### src/rtl/univ_counter_pkg.sv
// Shared types and constants for the universal modulo counter.
// Optional saturation is enabled by defining UNIV_MOD_COUNTER_SAT_EN.
package univ_counter_pkg;

    localparam logic DIR_UP   = 1'b1;
    localparam logic DIR_DOWN = 1'b0;

    // Widest counter the result struct can carry; instances cast down to N bits.
    localparam int MAX_N = 64;

    typedef struct packed {
        logic [MAX_N-1:0] value;
        logic             wrap;
        logic             sat_hit;
    } next_res_t;

endpackage

### src/rtl/mod_step_calc.sv
// Combinational next-value computation for a 0..mod_max modulo counter.
// Saturation branches exist only when UNIV_MOD_COUNTER_SAT_EN is defined.
module mod_step_calc
    import univ_counter_pkg::*;
#(
    parameter int N = 8
) (
    input  logic [N-1:0] q,
    input  logic [N-1:0] step,
    input  logic [N-1:0] mod_max,
    input  logic         up,
`ifdef UNIV_MOD_COUNTER_SAT_EN
    input  logic         sat,
`endif
    output next_res_t    res
);

    logic [N-1:0] eff_step;
    logic [N-1:0] val;
    logic [N:0]   q_x;
    logic [N:0]   eff_x;
    logic [N:0]   mm_x;
    logic [N:0]   sum;
    logic [N:0]   lim;

    always_comb begin
        res      = '0;
        eff_step = (step < mod_max) ? step : mod_max;
        q_x      = {1'b0, q};
        eff_x    = {1'b0, eff_step};
        mm_x     = {1'b0, mod_max};
        sum      = q_x + eff_x;
        lim      = mm_x + 1'b1;
        val      = q;

        // A count left above a freshly lowered mod_max restarts at 0 without a wrap.
        if (q > mod_max) begin
            val = '0;
        end else if (eff_step != '0) begin
            if (up == DIR_UP) begin
                if (sum <= mm_x) begin
                    val = N'(sum);
                end else
`ifdef UNIV_MOD_COUNTER_SAT_EN
                if (sat) begin
                    val         = mod_max;
                    res.sat_hit = 1'b1;
                end else
`endif
                begin
                    val      = N'(sum - lim);
                    res.wrap = 1'b1;
                end
            end else begin
                if (q >= eff_step) begin
                    val = q - eff_step;
                end else
`ifdef UNIV_MOD_COUNTER_SAT_EN
                if (sat) begin
                    val         = '0;
                    res.sat_hit = 1'b1;
                end else
`endif
                begin
                    val      = N'(q_x + lim - eff_x);
                    res.wrap = 1'b1;
                end
            end
        end

        res.value = MAX_N'(val);
    end

endmodule

### src/rtl/univ_mod_counter.sv
// Universal up/down modulo counter with runtime terminal value, load and sticky overflow.
// Define UNIV_MOD_COUNTER_SAT_EN to add the sat input (saturate instead of wrap).
module univ_mod_counter
    import univ_counter_pkg::*;
#(
    parameter int N = 8
) (
    input  logic         clk,
    input  logic         reset,
    input  logic         syn_clr,
    input  logic         load,
    input  logic         en,
    input  logic         up,
    input  logic [N-1:0] step,
    input  logic [N-1:0] mod_max,
    input  logic [N-1:0] d,
    input  logic         ovf_clr,
`ifdef UNIV_MOD_COUNTER_SAT_EN
    input  logic         sat,
`endif
    output logic [N-1:0] q,
    output logic         max_tick,
    output logic         min_tick,
    output logic         wrap_tick,
    output logic         ovf_sticky
);

    next_res_t    res;
    logic [N-1:0] d_clip;
    logic         cnt_evt;

    mod_step_calc #(.N(N)) u_calc (
        .q       (q),
        .step    (step),
        .mod_max (mod_max),
        .up      (up),
`ifdef UNIV_MOD_COUNTER_SAT_EN
        .sat     (sat),
`endif
        .res     (res)
    );

    always_comb begin
        d_clip  = (d > mod_max) ? mod_max : d;
        cnt_evt = en && !syn_clr && !load && (res.wrap || res.sat_hit);
    end

    assign max_tick = (q == mod_max);
    assign min_tick = (q == '0);

    always_ff @(posedge clk or posedge reset) begin
        if (reset) begin
            q          <= '0;
            wrap_tick  <= 1'b0;
            ovf_sticky <= 1'b0;
        end else begin
            wrap_tick <= 1'b0;
            if (syn_clr) begin
                q <= '0;
            end else if (load) begin
                q <= d_clip;
            end else if (en) begin
                q         <= N'(res.value);
                wrap_tick <= res.wrap;
            end
            // Setting wins over a simultaneous clear request.
            if (cnt_evt)
                ovf_sticky <= 1'b1;
            else if (ovf_clr)
                ovf_sticky <= 1'b0;
        end
    end

endmodule

### config.mk
export PLATFORM = sky130hd
export DESIGN_NAME = univ_mod_counter
export DESIGN_NICKNAME = d
export VERILOG_FILES = /design/src/rtl/univ_counter_pkg.sv /design/src/rtl/mod_step_calc.sv /design/src/rtl/univ_mod_counter.sv
export SDC_FILE = /design/constraint.sdc
export NUM_CORES = 1
export LEC_CHECK = 0
export ABC_CLOCK_PERIOD_IN_PS = 6200
export BUFFER_PORTS_ARGS = -buffer_cell sky130_fd_sc_hd__buf_4
export CORE_ASPECT_RATIO = 0.75
export CORE_MARGIN = 5
export CORE_UTILIZATION = 45
export CTS_CLUSTER_DIAMETER = 200
export DETAILED_ROUTE_END_ITERATION = 12
export PLACE_DENSITY_LB_ADDON = 0.25
export SETUP_SLACK_MARGIN = 0.15
export SKIP_LAST_GASP = 1
export SLEW_MARGIN = 15
export SYNTH_ARGS = -nofsm -noshare
export SYNTH_HDL_FRONTEND = slang
export SYNTH_HIERARCHICAL = 1
export SYNTH_SLANG_ARGS = --single-unit
### constraint.sdc
create_clock -name clk -period 6.2 [get_ports clk]
set_input_delay 0 -clock clk [delete_from_list [all_inputs] [get_ports clk]]
set_output_delay 0 -clock clk [all_outputs]
set_load 0.05 [all_outputs]
Yosys cells after proc, flatten, opt, wreduce, memory -nomap -nowiden:

Index checks and enable logic that the tools add are counted.

* output and inout port bits: 12
* memory bits (writable): 0
* bits in registers: 10
* bits of input ports: 31
* latch bits: 0
* logic and storage cells: 46
* memory bits (read-only): 0
* memories kept: 0

* muxes and demuxes: 20
* shift operators: 0
* $add $sub $neg: 6
* bitwise operators: 0
* divide/modulo/power cells: 0
* equality and inequality tests: 1
* reductions and logical operators: 11
* $lt $le $gt $ge: 5
* $mul: 0

Operators by type and width (count)
* two-way mux 8 bit: 10
* subtractor 8 bit: 3
* greater-than comparator 8 bit: 2
* two-way mux 1 bit: 10
* adder 8 x 8 -> 9 bit: 1
* less-or-equal comparator 9 x 8 -> 1 bit: 1
* adder 8 x 1 -> 8 bit, second input constant: 1
* adder 8 bit: 1
* == test 8 bit: 1
* greater-or-equal comparator 8 bit: 1
* zero test 8 bit: 1
* less-than comparator 8 bit: 1
* nonzero test 8 bit: 1
* nonzero test 4 bit: 1
* logical AND 1 bit: 3
* nonzero test 3 bit: 1
* zero test 1 bit: 2
* AND reduction 2 bit: 1
* nonzero test 2 bit: 1

Longest topological paths before layout:

* word-level depth: 11
* mapped depth: 25

Modules after synthesis:

The synthesis kept the hierarchy.

By module, submodules not included
* mod_step_calc: area an instance 3052.9 µm², seq. area each 0.0 µm², times used 1, cells an instance 396
* univ_mod_counter: area an instance 932.1 µm², seq. area each 250.2 µm², times used 1, cells an instance 104

Least setup slack after synthesis:

Ideal clock, no wire load.

* path type: in2reg
* start point: in mod_max[6]
* end point: reg q[7]
* library setup time: 0.099 ns
* arrival: 4.355 ns
* data required time: 6.101 ns
* stages: 24
* path buffers: 2
* path slack: 1.745 ns
* cells stage by stage: inv_2 ha_1 nand4_1 nor3_1 o31ai_1 nand2b_1 clkbuf_1 mux2_2 ha_1 clkbuf_1 nand3_1 o211ai_1 nor2_1 xnor2_1 ha_1 or2_2 a21oi_1 a31oi_1 xnor2_1 a21oi_1 mux2i_1 a41o_1 a211oi_1 a311oi_1

RTL lines
* start, declared: RTL line univ_mod_counter.sv:15 `input logic [N-1:0] mod_max,`
* end signal, assigned: RTL line univ_mod_counter.sv:61 `q <= d_clip;`
* end signal, assigned: RTL line univ_mod_counter.sv:63 `q <= N'(res.value);`
* end, declared: RTL line univ_mod_counter.sv:21 `output logic [N-1:0] q,`

==> flow_metrics.env <==
export IMPL_utilization=0.5170
export IMPL_cts_buffers_inserted=3
export IMPL_skew_ns=0.004357
export IMPL_rows=28
export IMPL_routed_wl_microns=10880
export IMPL_min_delay_path_depth=3
export IMPL_crit_path_max_fanout=9
export IMPL_rrSetupSlack_ns=2.07
export IMPL_maxSlewHeadroom=0.5991
export IMPL_synth_warning_count=6
export IMPL_synth_cells=444
export IMPL_grt_overflow_total=0
export IMPL_p_leak_uw=0.001816
export IMPL_cp_endpoint="q[0]$_DFFE_PP0P_"
export IMPL_syn2layout_area_growth_pct=13.30
export IMPL_cts_root_buf="clkbuf_8"
export IMPL_fp_dieW_microns=112.8
export IMPL_holdBufCountCts=3
export IMPL_avgSynthCellArea_sq_um=8.029
export IMPL_grt_pass1_wl_microns=17820
export IMPL_post_cts_buffers=0
export IMPL_clock_sinks=10
export IMPL_cp_data_arrival_time_ns=5.16
export IMPL_track_usage=0.2243
export IMPL_dr_total_vias=3484
export IMPL_finalSetupViolCount=0
export IMPL_ant_nets=0
export IMPL_tightest_slew_ns=0.5936
export IMPL_gp_congestion=0.9212
export IMPL_cts_tree="yes"
export IMPL_crit_path_start_kind="input port"
export IMPL_start_util=0.4563
export IMPL_power_density_nw_per_um2=270.0
export IMPL_cts_max_path_buffers=2
export IMPL_fill_cells=751
export IMPL_finalSetupTns_ns=0
export IMPL_port_buffers=42
export IMPL_min_period_ns=5.038
export IMPL_cp_end_kind="register"
export IMPL_max_clock_freq_ghz=0.1985
export IMPL_ir_drop_v=0.0001438
export IMPL_worstPathRequired_ns=6.33
export IMPL_syn_nets=549
export IMPL_cts_resized_gates=0
export IMPL_r2r_start="q[1]$_DFFE_PP0P_"
export IMPL_finalCritPeriodShare=0.8125
export IMPL_rsz0062_at_grt="false"
export IMPL_die_h_microns=87.08
export IMPL_maxCapViolations=0
export IMPL_status="complete, no violations"
export IMPL_diodes=0
export IMPL_core_area_sq_um=7812
export IMPL_whs_ns=0.06216
export IMPL_multi_input_area_sq_um=3073
export IMPL_register_area_sq_um=250.2
export IMPL_layout_drive_gt1_share=0.1684
export IMPL_dr_pass1_iters=5
export IMPL_crit_start="mod_max[1]"
export IMPL_wl_per_cell_microns=18.56
export IMPL_grt_max_degree=19
export IMPL_drc_errors=0
export IMPL_clk_pin_slew_ns=0.05
export IMPL_clk_latency_ns=0.25
export IMPL_path_class="in2reg"
export IMPL_die_area_sq_um=9820
export IMPL_boundaryPins=43
export IMPL_grt_pass1_vias=3325
export IMPL_drt_iter0_drc=322
export IMPL_reg2reg_depth=15
export IMPL_fin_nets=587
export IMPL_place_hpwl_microns=8961
export IMPL_r2r_end="q[0]$_DFFE_PP0P_"
export IMPL_antenna_found_initial=0
export IMPL_routed_via_density=5.945
export IMPL_maxSlewViolCount=0
export IMPL_hold_violations=0
export IMPL_htree_num_levels=1
export IMPL_synth_area_sq_um=3565
export IMPL_hold_path_class="in2reg"
[power breakdown]
part	switching, uW	internal [uW]
registers	30.4	73.7
clock network	28.3	56.0
logic	519	383
[per-layer routing]
layer	vias up	GRT usage	wire (microns)	part of all wire
met4	0	0.03057	89	0.0082
met2	135	0.3435	4605	0.42
met1	1631	0.3372	5334	0.49
met3	12	0.03681	847	0.078
met5	-	0	0	0
li1	1706	-	-	-
[state kept, by name (all words and copies together) (netlist names)]
register    count
ovf_sticky      1
wrap_tick       1
q               8
[cell type report]
cell class | count | area share
clock buffer | 4 | 0.01363
timing repair buffer | 45 | 0.08550
sequential | 10 | 0.06196
multi-input combinational | 373 | 0.7608
tap | 105 | 0.03253
inverter | 49 | 0.04554
[critical path, stage by stage]
cell	delay, ns
buf_4	0.15
inv_1	0.09
ha_1	0.29
a211oi_1	0.26
nor3_1	0.13
o31ai_1	0.28
nand2b_1	0.29
mux2_2	0.40
ha_1	0.42
nor2b_1	0.19
o31a_1	0.29
o31ai_4	0.25
xnor2_1	0.25
ha_1	0.32
o21a_1	0.11
o221ai_1	0.19
a21oi_1	0.18
o21ai_0	0.17
a31oi_1	0.14
a211oi_1	0.31
a211oi_1	0.14
a311oi_1	0.32
[worst min path at each step]
stage                     slack (ns)                endpoint   from
after floorplan                -0.16  ovf_sticky$_DFFE_PP0P_  reset
after CTS                       0.06        q[1]$_DFFE_PP0P_   d[1]
after global placement         0.002        q[6]$_DFFE_PP0P_  reset
after detailed placement        0.01     wrap_tick$_DFF_PP0_  reset
final                           0.06        q[1]$_DFFE_PP0P_   d[1]
after global routing            0.08        q[6]$_DFFE_PP0P_   d[6]
[layout by cell type, fill, tap and decap left out, types with 5 or more instances in the layout]
| master | n |
|---|---|
| ha_1 | 64 |
| buf_4 | 42 |
| inv_1 | 40 |
| xnor2_1 | 31 |
| nor2_1 | 27 |
| nand3_1 | 23 |
| a21oi_1 | 22 |
| o21ai_0 | 19 |
| nand2_1 | 16 |
| nor2b_1 | 15 |
| a211oi_1 | 12 |
| o211ai_1 | 11 |
| dfrtp_1 | 10 |
| fa_1 | 10 |
| a311oi_1 | 9 |
| inv_2 | 9 |
| mux2_2 | 8 |
| nand4_1 | 6 |
| nor3_1 | 6 |
| or4_1 | 5 |
| and3_1 | 5 |
| xor2_1 | 5 |
| a21o_1 | 5 |
| o21a_1 | 5 |
| o21bai_1 | 5 |
[stage by stage]
stage               instances  worst slack, ns  instance area [sq um]  power (uW)
global placement          579            1.059                   3954       983.8
finish                    586            1.162                   4039        1091
global route              586           0.7615                   4039        1182
floorplan                 444            1.745                   3565       769.0
detailed placement        579            1.027                   3954       978.7
CTS                       586            1.229                   4039        1072
(Power assumes the default switching activity.)
